## src/rtl/kws_posterior_smoother.sv

```systemverilog
// -----------------------------------------------------------------------------
// kws_posterior_smoother
// Decision stage behind the keyword-spotting classifier. Keeps the last WIN_LEN
// score vectors in a ring, maintains a running per-class sum, runs a serial
// argmax over the averaged (or raw, in bypass) scores, then applies a threshold,
// a filler-class exclusion and a hold-off before emitting a detection pulse.
//
// Ports
//   clk            clock, rising edge
//   rst_n          synchronous reset, active HIGH (1 = reset)
//   scores_in      NUM_KEYWORDS packed unsigned scores, class k at [k*SCORE_BITS +: SCORE_BITS]
//   scores_valid   scores_in valid
//   scores_ready   vector can be accepted (high only while idle)
//   threshold      minimum score for a detection (sampled in UPDATE)
//   bypass         1 = decide on the newest vector only (sampled in UPDATE)
//   clear          synchronous flush of window and hold-off state
//   kw_valid       one-cycle detection pulse
//   kw_idx         index of the last detected keyword
//   kw_score       score of the last detected keyword
//   kw_suppressed  one-cycle pulse: detection blocked only by hold-off
// -----------------------------------------------------------------------------
module kws_posterior_smoother #(
  parameter int NUM_KEYWORDS = 10,
  parameter int SCORE_BITS   = 8,
  parameter int WIN_LEN      = 4,
  parameter int HOLDOFF      = 8,
  parameter int FILLER_IDX   = 0,
  parameter int IDX_BITS     = (NUM_KEYWORDS > 1) ? $clog2(NUM_KEYWORDS) : 1
) (
  input  logic                               clk,
  input  logic                               rst_n,
  input  logic [NUM_KEYWORDS*SCORE_BITS-1:0] scores_in,
  input  logic                               scores_valid,
  output logic                               scores_ready,
  input  logic [SCORE_BITS-1:0]              threshold,
  input  logic                               bypass,
  input  logic                               clear,
  output logic                               kw_valid,
  output logic [IDX_BITS-1:0]                kw_idx,
  output logic [SCORE_BITS-1:0]              kw_score,
  output logic                               kw_suppressed
);

  localparam int SHIFT     = $clog2(WIN_LEN);
  localparam int SUM_BITS  = SCORE_BITS + SHIFT;
  localparam int VEC_BITS  = NUM_KEYWORDS * SCORE_BITS;
  localparam int PTR_BITS  = (WIN_LEN > 1) ? $clog2(WIN_LEN) : 1;
  localparam int FILL_BITS = $clog2(WIN_LEN + 1);
  localparam int HOLD_BITS = (HOLDOFF > 0) ? $clog2(HOLDOFF + 1) : 1;

  typedef enum logic [1:0] {
    ST_IDLE   = 2'd0,
    ST_UPDATE = 2'd1,
    ST_SCAN   = 2'd2,
    ST_DECIDE = 2'd3
  } state_t;

  state_t                  state_r;
  logic [VEC_BITS-1:0]     new_vec_r;
  logic [VEC_BITS-1:0]     ring_r [WIN_LEN];
  logic [SUM_BITS-1:0]     sum_r  [NUM_KEYWORDS];
  logic [FILL_BITS-1:0]    fill_cnt_r;
  logic [PTR_BITS-1:0]     wr_ptr_r;
  logic [HOLD_BITS-1:0]    holdoff_cnt_r;
  logic                    hold_busy_r;
  logic                    bypass_r;
  logic [SCORE_BITS-1:0]   threshold_r;
  logic [IDX_BITS-1:0]     scan_k_r;
  logic [SCORE_BITS-1:0]   best_val_r;
  logic [IDX_BITS-1:0]     best_idx_r;

  logic                    fill_full_s;
  logic [SCORE_BITS-1:0]   scan_val_s;
  logic                    det_s;

  // Candidate value for the class currently being scanned plus the detection condition.
  always_comb begin
    fill_full_s = (fill_cnt_r == FILL_BITS'(WIN_LEN));
    // Top SCORE_BITS of the sum are exactly sum >> log2(WIN_LEN).
    scan_val_s  = bypass_r ? new_vec_r[scan_k_r*SCORE_BITS +: SCORE_BITS]
                           : sum_r[scan_k_r][SUM_BITS-1 -: SCORE_BITS];
    det_s       = (bypass_r | fill_full_s) &
                  (best_idx_r != IDX_BITS'(FILLER_IDX)) &
                  (best_val_r >= threshold_r);
  end

  // Ring storage: written once per accepted vector, never cleared.
  always_ff @(posedge clk) begin
    if (!rst_n && !clear && (state_r == ST_UPDATE)) begin
      ring_r[wr_ptr_r] <= new_vec_r;
    end
  end

  // Control FSM, running sums, hold-off and registered outputs.
  always_ff @(posedge clk) begin
    if (rst_n) begin
      state_r       <= ST_IDLE;
      new_vec_r     <= '0;
      fill_cnt_r    <= '0;
      wr_ptr_r      <= '0;
      holdoff_cnt_r <= '0;
      hold_busy_r   <= 1'b0;
      bypass_r      <= 1'b0;
      threshold_r   <= '0;
      scan_k_r      <= '0;
      best_val_r    <= '0;
      best_idx_r    <= '0;
      scores_ready  <= 1'b1;
      kw_valid      <= 1'b0;
      kw_suppressed <= 1'b0;
      kw_idx        <= '0;
      kw_score      <= '0;
      for (int k = 0; k < NUM_KEYWORDS; k++) begin
        sum_r[k] <= '0;
      end
    end else if (clear) begin
      // Flush drops any vector in flight; last detection stays visible.
      state_r       <= ST_IDLE;
      fill_cnt_r    <= '0;
      wr_ptr_r      <= '0;
      holdoff_cnt_r <= '0;
      hold_busy_r   <= 1'b0;
      scores_ready  <= 1'b1;
      kw_valid      <= 1'b0;
      kw_suppressed <= 1'b0;
      for (int k = 0; k < NUM_KEYWORDS; k++) begin
        sum_r[k] <= '0;
      end
    end else begin
      kw_valid      <= 1'b0;
      kw_suppressed <= 1'b0;
      case (state_r)
        ST_IDLE: begin
          if (scores_valid && scores_ready) begin
            new_vec_r    <= scores_in;
            scores_ready <= 1'b0;
            state_r      <= ST_UPDATE;
          end else begin
            scores_ready <= 1'b1;
          end
        end

        ST_UPDATE: begin
          // Until the window is full the slot being overwritten holds no live data.
          for (int k = 0; k < NUM_KEYWORDS; k++) begin
            sum_r[k] <= sum_r[k]
                      + SUM_BITS'(new_vec_r[k*SCORE_BITS +: SCORE_BITS])
                      - (fill_full_s ? SUM_BITS'(ring_r[wr_ptr_r][k*SCORE_BITS +: SCORE_BITS])
                                     : SUM_BITS'(0));
          end
          wr_ptr_r <= (wr_ptr_r == PTR_BITS'(WIN_LEN - 1)) ? PTR_BITS'(0)
                                                           : wr_ptr_r + PTR_BITS'(1);
          if (!fill_full_s) begin
            fill_cnt_r <= fill_cnt_r + FILL_BITS'(1);
          end
          // Hold-off gates this vector on the count as it stood on arrival,
          // so HOLDOFF full vectors are suppressed after a detection.
          hold_busy_r <= (holdoff_cnt_r != HOLD_BITS'(0));
          if (holdoff_cnt_r != HOLD_BITS'(0)) begin
            holdoff_cnt_r <= holdoff_cnt_r - HOLD_BITS'(1);
          end
          bypass_r    <= bypass;
          threshold_r <= threshold;
          scan_k_r    <= '0;
          state_r     <= ST_SCAN;
        end

        ST_SCAN: begin
          // Strict '>' keeps the lowest index on ties; class 0 seeds the search.
          if ((scan_k_r == IDX_BITS'(0)) || (scan_val_s > best_val_r)) begin
            best_val_r <= scan_val_s;
            best_idx_r <= scan_k_r;
          end
          if (scan_k_r == IDX_BITS'(NUM_KEYWORDS - 1)) begin
            state_r <= ST_DECIDE;
          end else begin
            scan_k_r <= scan_k_r + IDX_BITS'(1);
          end
        end

        ST_DECIDE: begin
          if (det_s && !hold_busy_r) begin
            kw_valid      <= 1'b1;
            kw_idx        <= best_idx_r;
            kw_score      <= best_val_r;
            holdoff_cnt_r <= HOLD_BITS'(HOLDOFF);
          end else if (det_s) begin
            kw_suppressed <= 1'b1;
          end
          scores_ready <= 1'b1;
          state_r      <= ST_IDLE;
        end

        default: begin
          scores_ready <= 1'b1;
          state_r      <= ST_IDLE;
        end
      endcase
    end
  end

endmodule

```

## config.mk

```make
export PLATFORM = sky130hd
export DESIGN_NAME = kws_posterior_smoother
export DESIGN_NICKNAME = d
export VERILOG_FILES = /design/src/rtl/kws_posterior_smoother.sv
export SDC_FILE = /design/constraint.sdc
export NUM_CORES = 1
export LEC_CHECK = 0
export BUFFER_PORTS_ARGS = -buffer_cell sky130_fd_sc_hd__buf_2
export CORE_MARGIN = 1
export CORE_UTILIZATION = 40
export DETAILED_ROUTE_END_ITERATION = 10
export GPL_ROUTABILITY_DRIVEN = 0
export GPL_TIMING_DRIVEN = 0
export SETUP_SLACK_MARGIN = 0.2
export SLEW_MARGIN = 30
export SYNTH_ARGS = -nofsm -noshare
export SYNTH_HDL_FRONTEND = slang
export SYNTH_SLANG_ARGS = --single-unit
```

## constraint.sdc

```tcl
create_clock -name clk -period 6.57 [get_ports clk]
set_input_delay 0 -clock clk [delete_from_list [all_inputs] [get_ports clk]]
set_output_delay 0 -clock clk [all_outputs]
set_load 0.05 [all_outputs]
```

After elaboration in Yosys (flattened, before gate mapping)
Memories as Yosys holds them, arrays and structs flattened. A register that Yosys moved wholly into a read port is not among the register bits.
Cells that the tools add are included.
- register bits after elaboration: 132
- memory bits (writable): 420
- input port bits: 93
- output and inout port bits: 15
- word-level logic and storage cells: 167
- memories: 2
- add/sub/neg operators: 24
- order comparisons: 2
- equality and inequality tests: 11
- shift operators: 1
- mux-type cells: 59
- bitwise gates (word level): 26
- reductions and logical operators: 26
- memories (memory ; depth ; width ; rd ports ; clocked after memory_dff ; write ports ; RTL line ; text):
    ring_r ; 4 ; 80 ; 1 ; 1 ; 1 ; 60 ; logic [VEC_BITS-1:0] ring_r [WIN_LEN];
    sum_r ; 10 ; 10 ; 11 ; 1 ; 10 ; 61 ; logic [SUM_BITS-1:0] sum_r [NUM_KEYWORDS];
- operators with widths (cell ; number):
    10-bit two-way mux ; 20
    10-bit by 8-bit adder with 10-bit output ; 10
    10-bit by 8-bit subtractor with 10-bit output ; 10
    8-bit two-way mux ; 11
    80-bit by 8-bit indexed part select with 8-bit output ; 1
    1-bit OR ; 21
    4-bit two-way mux ; 5
    4-bit case mux with 2 select lines ; 2
    3-bit AND reduction ; 5
    1-bit two-way mux ; 14
    2-bit two-way mux ; 5
    8-bit greater-or-equal comparator ; 1
    8-bit > comparator ; 1
    2-bit inequality test (second input constant) ; 4
    2-bit case mux with 4 select lines ; 1
    4-bit nonzero test ; 2
    2-bit equality test (second input constant) ; 3
    2-bit AND reduction ; 3
    2-bit nonzero test ; 3
    4-bit by 1-bit adder with 4-bit output (second input constant) ; 1
    4-bit equality test (second input constant) ; 1
    1-bit logical AND ; 4
    4-bit logical NOT ; 1
    4-bit OR reduction ; 1
    14 further kinds ; 19

Logic depth before layout (Yosys ltp)
- word-level depth: 7
- mapped depth: 16
- mapped depth without buffers: 14

Worst setup path after synthesis
Ideal clock, no wire load.
- kind: flip-flop to flip-flop
- start point: register (tool-made name)
- end point: memory sum_r[0][8] in the netlist's numbering, data pin
- library setup time: 266 ps
- arrival: 3365 ps
- data required time: 6304 ps
- path slack: 2939 ps
- cell stages (with the launch flop): 15
- path buffers: 2
- clock period less this slack: 3631 ps
- cells stage by stage: dfxtp_1 -> clkbuf_1 -> buf_2 -> mux4_2 -> nor2b_1 -> ha_1 -> inv_1 -> ha_1 -> fa_1 -> a21o_1 -> a21oi_1 -> o21ai_0 -> o41ai_1 -> xor2_1 -> nor2_1
- RTL lines (item ; RTL line):
    to (decl) ; 61

==> flow_summary.json <==
{
  "status": "finished clean",
  "fp.dieH_um": 269,
  "p_per_area_nw_per_um2": 263,
  "final_area_sq_um": 33600,
  "ir_drop_uv": 193,
  "tightest_slew_ns": 0.959,
  "cts_setup_buffers": 0,
  "root_buffer": "clkbuf_16",
  "worstPathArrival_ns": 5.19,
  "relSlewSlack": 0.361,
  "r2r_end": "sum_r[5][9]$_SDFFCE_PN0P_",
  "hpwl_um": 56800,
  "maxCapViolations": 0,
  "cp_max_fo": 10,
  "finalSetupTns_ns": 0,
  "finalNonFillerCells": 3624,
  "diodes": 0,
  "cts_buffer_depth": 3,
  "grt_overflow": 0,
  "synth_fp_nets": 2665,
  "synth-main-ff-cell": "edfxtp_1",
  "antenna_found_initial": 2,
  "hp-class": "primary input to register",
  "area_growth_pct": 17.5,
  "critPathKind": "register to register",
  "ff2ff_path_depth": 13,
  "fmax_mhz": 207,
  "ioPinCount": 108,
  "drtIter0Drc": 1431,
  "post-route-drc-count": 0,
  "grt_pass1_vias": 19276,
  "syn-cell-area_sq_um": 28600,
  "total_leakage_power_nw": 12.9,
  "cts_tree": "yes",
  "vias": 18927,
  "path_clk_slew_ns": 0.06,
  "die_width_um": 269,
  "rows": 97,
  "grt_usage": 0.214,
  "reg2reg_setup_slack_ns": 1.73,
  "layout_min_cycle_time_ns": 4.84,
  "drive_above_1_share": 0.134,
  "rsz0062_at_grt": "no",
  "htreeDepth": 2,
  "crit_end": "sum_r[5][9]$_SDFFCE_PN0P_",
  "fp.dieArea_sq_um": 72600,
  "antenna_left": 0,
  "worstPathRequired_ns": 6.92,
  "setup.worst_path.start_class": "register",
  "dr.pass1.iters": 5,
  "maxSlewViolCount": 0,
  "cts_num_sinks": 558,
  "wl_per_cell_um": 21.3,
  "grt_pass1_wl_um": 117000,
  "synth-edff-count": 420,
  "dp.cells": 3420,
  "cts-buffers-inserted": 60,
  "yosysSeqAreaShare": 0.538,
  "syn_avg_cell_area_sq_um": 12.1,
  "finalSetupViolations": 0,
  "placed_cell_area_sq_um": 30600,
  "synth_async_sr_flop_share": 0,
  "ys_warn_count": 0,
  "netlist_instances": 2362,
  "worstSetupEndpointType": "register",
  "grt_max_degree": 36,
  "ys_types": 53,
  "portBuffers": 107,
  "start_util": 0.406,
  "post_cts.resized_instances": 0,
  "finalPower_mw": 8.82,
  "insertion_delay_ns": 0.64,
  "timing.hold.ws_ns": 0.0773,
  "synth_seq_cells": 558,
  "via_per_inst": 5.22,
  "worst_clock_skew_ns": 0.0308,
  "layout_worst_path_cycle_share": 0.736,
  "finalHoldViolCount": 0,
  "wirelength_um": 77300,
  "coreArea_sq_um": 70400,
  "finalNetCount": 2936
}
registers in the layout, indices dropped and copies added (netlist names), 3 cells and up, named ones only:
name,cells
best_idx_r,4
best_val_r,8
fill_cnt_r,3
holdoff_cnt_r,4
kw_idx,4
kw_score,8
new_vec_r,80
ring_r,320
scan_k_r,4
sum_r,100
threshold_r,8
routing by layer:
| metal | part of all wire | vias to the layer above | global-route usage | routed length (um) |
|---|---|---|---|---|
| met1 | 0.43 | 9549 | 0.285 | 32900 |
| met3 | 0.060 | 112 | 0.0285 | 4600 |
| met4 | 0.026 | 0 | 0.0585 | 2040 |
| li1 | - | 8734 | - | - |
| met5 | 0 | - | 0 | 0 |
| met2 | 0.49 | 532 | 0.367 | 37700 |
cell type report:
| type | instances | area, sq um |
|---|---|---|
| plain buffers | 98 | 455 |
| fillers | 6368 | 36800 |
| multi-input cells | 1350 | 11500 |
| clock buffers | 83 | 1760 |
| clock inverters | 30 | 348 |
| inverters | 356 | 1340 |
| repair buffers | 209 | 1680 |
| flip-flops and latches | 558 | 15400 |
| well taps | 940 | 1180 |
synthesized netlist by cell type (all sizes together) (6+ instances only):
cell type	instances	area [sq um]
nor2	171	642
xnor2	23	201
ha	130	1630
mux4	99	2260
a21o	21	158
o32a	9	90.1
a211o	10	87.6
a22oi	6	45.0
inv	356	1340
clkbuf	72	270
nor2b	88	551
dfxtp	138	2760
mux2	8	90.1
and3	25	156
a21oi	134	671
buf	26	178
a21boi	10	75.1
nand2	241	905
fa	80	1600
o41ai	29	254
nand2b	7	43.8
mux2i	48	480
nor3	18	90.1
o21ai	53	269
a211oi	23	173
xor2	71	622
edfxtp	420	12600
cells by family (layout without fill, tap and decap cells):
| family | after synthesis | in the layout | share of synthesized area |
|---|---|---|---|
| mux | 155 | 155 | 0.0989 |
| simple gates | 577 | 577 | 0.0900 |
| buf+inv | 454 | 776 | 0.0624 |
| compound gates | 314 | 314 | 0.0693 |
| fa+ha+maj | 210 | 210 | 0.113 |
| flops | 558 | 558 | 0.538 |
| xor+xnor | 94 | 94 | 0.0288 |
worst min-delay path by stage:
stage | start | end | depth (start not counted)
floorplan | threshold[1] | threshold_r[1]$_SDFFE_PP0P_ | 2
global placement | scores_in[32] | new_vec_r[32]$_SDFFE_PP0P_ | 3
detailed placement | scores_in[2] | new_vec_r[2]$_SDFFE_PP0P_ | 3
CTS | rst_n | best_val_r[7]$_SDFFE_PP0P_ | 3
global route | clear | threshold_r[7]$_SDFFE_PP0P_ | 5
finish | clear | threshold_r[2]$_SDFFE_PP0P_ | 5
worst max-delay path, stage by stage, from the launching register on:
cell	delay, ns
dfxtp_1	0.31
clkbuf_1	0.59
buf_2	0.61
mux4_2	0.57
nor2b_1	0.15
fa_1	0.53
inv_1	0.06
ha_1	0.26
a21o_1	0.19
a211oi_1	0.24
nor2_1	0.12
o41ai_1	0.64
xnor2_1	0.21
nor2_1	0.06
report_power, final:
group	switching, mW	total, mW	internal (mW)
clock network	1.45	3.60	2.15
logic	0.703	1.25	0.545
registers	0.109	3.98	3.87
repair_timing:
item                                    CTS  global route
endpoints found under the hold margin    92             0
endpoints found under the setup margin    0             0
hold buffers                             90             0
through the flow:
step | setup WS, ns | utilization
floorplan | 2.94 | -
global placement | 0.319 | 0.430
detailed placement | 1.76 | 0.434
CTS | 1.73 | 0.477
global route | 1.55 | 0.477
finish | 1.73 | 0.477
cell usage in the layout (no fill, tap or decap), types with 7 or more instances in the layout:
master | Yosys | final
nand2_1 | 241 | 241
a21oi_1 | 134 | 134
dfxtp_1 | 138 | 138
clkbuf_8 | 0 | 7
a21o_1 | 21 | 21
mux4_2 | 92 | 92
o21ai_0 | 48 | 48
dlygate4sd3_1 | 0 | 90
fa_1 | 80 | 80
nor2_1 | 171 | 171
a21boi_0 | 10 | 10
clkinv_2 | 0 | 10
o41ai_1 | 29 | 29
clkbuf_16 | 0 | 65
a211o_1 | 10 | 10
nor3_1 | 18 | 18
buf_2 | 12 | 119
clkbuf_1 | 72 | 77
nand2b_1 | 7 | 7
edfxtp_1 | 420 | 420
buf_12 | 1 | 8
mux2i_1 | 48 | 48
a211oi_1 | 23 | 23
bufinv_16 | 0 | 7
and3_1 | 25 | 21
mux4_1 | 7 | 7
mux2_2 | 8 | 8
o32a_1 | 9 | 9
ha_1 | 130 | 130
inv_1 | 356 | 356
xor2_1 | 71 | 71
xnor2_1 | 23 | 23
nor2b_1 | 88 | 88
No activity file was read; power rests on OpenSTA's default activity.
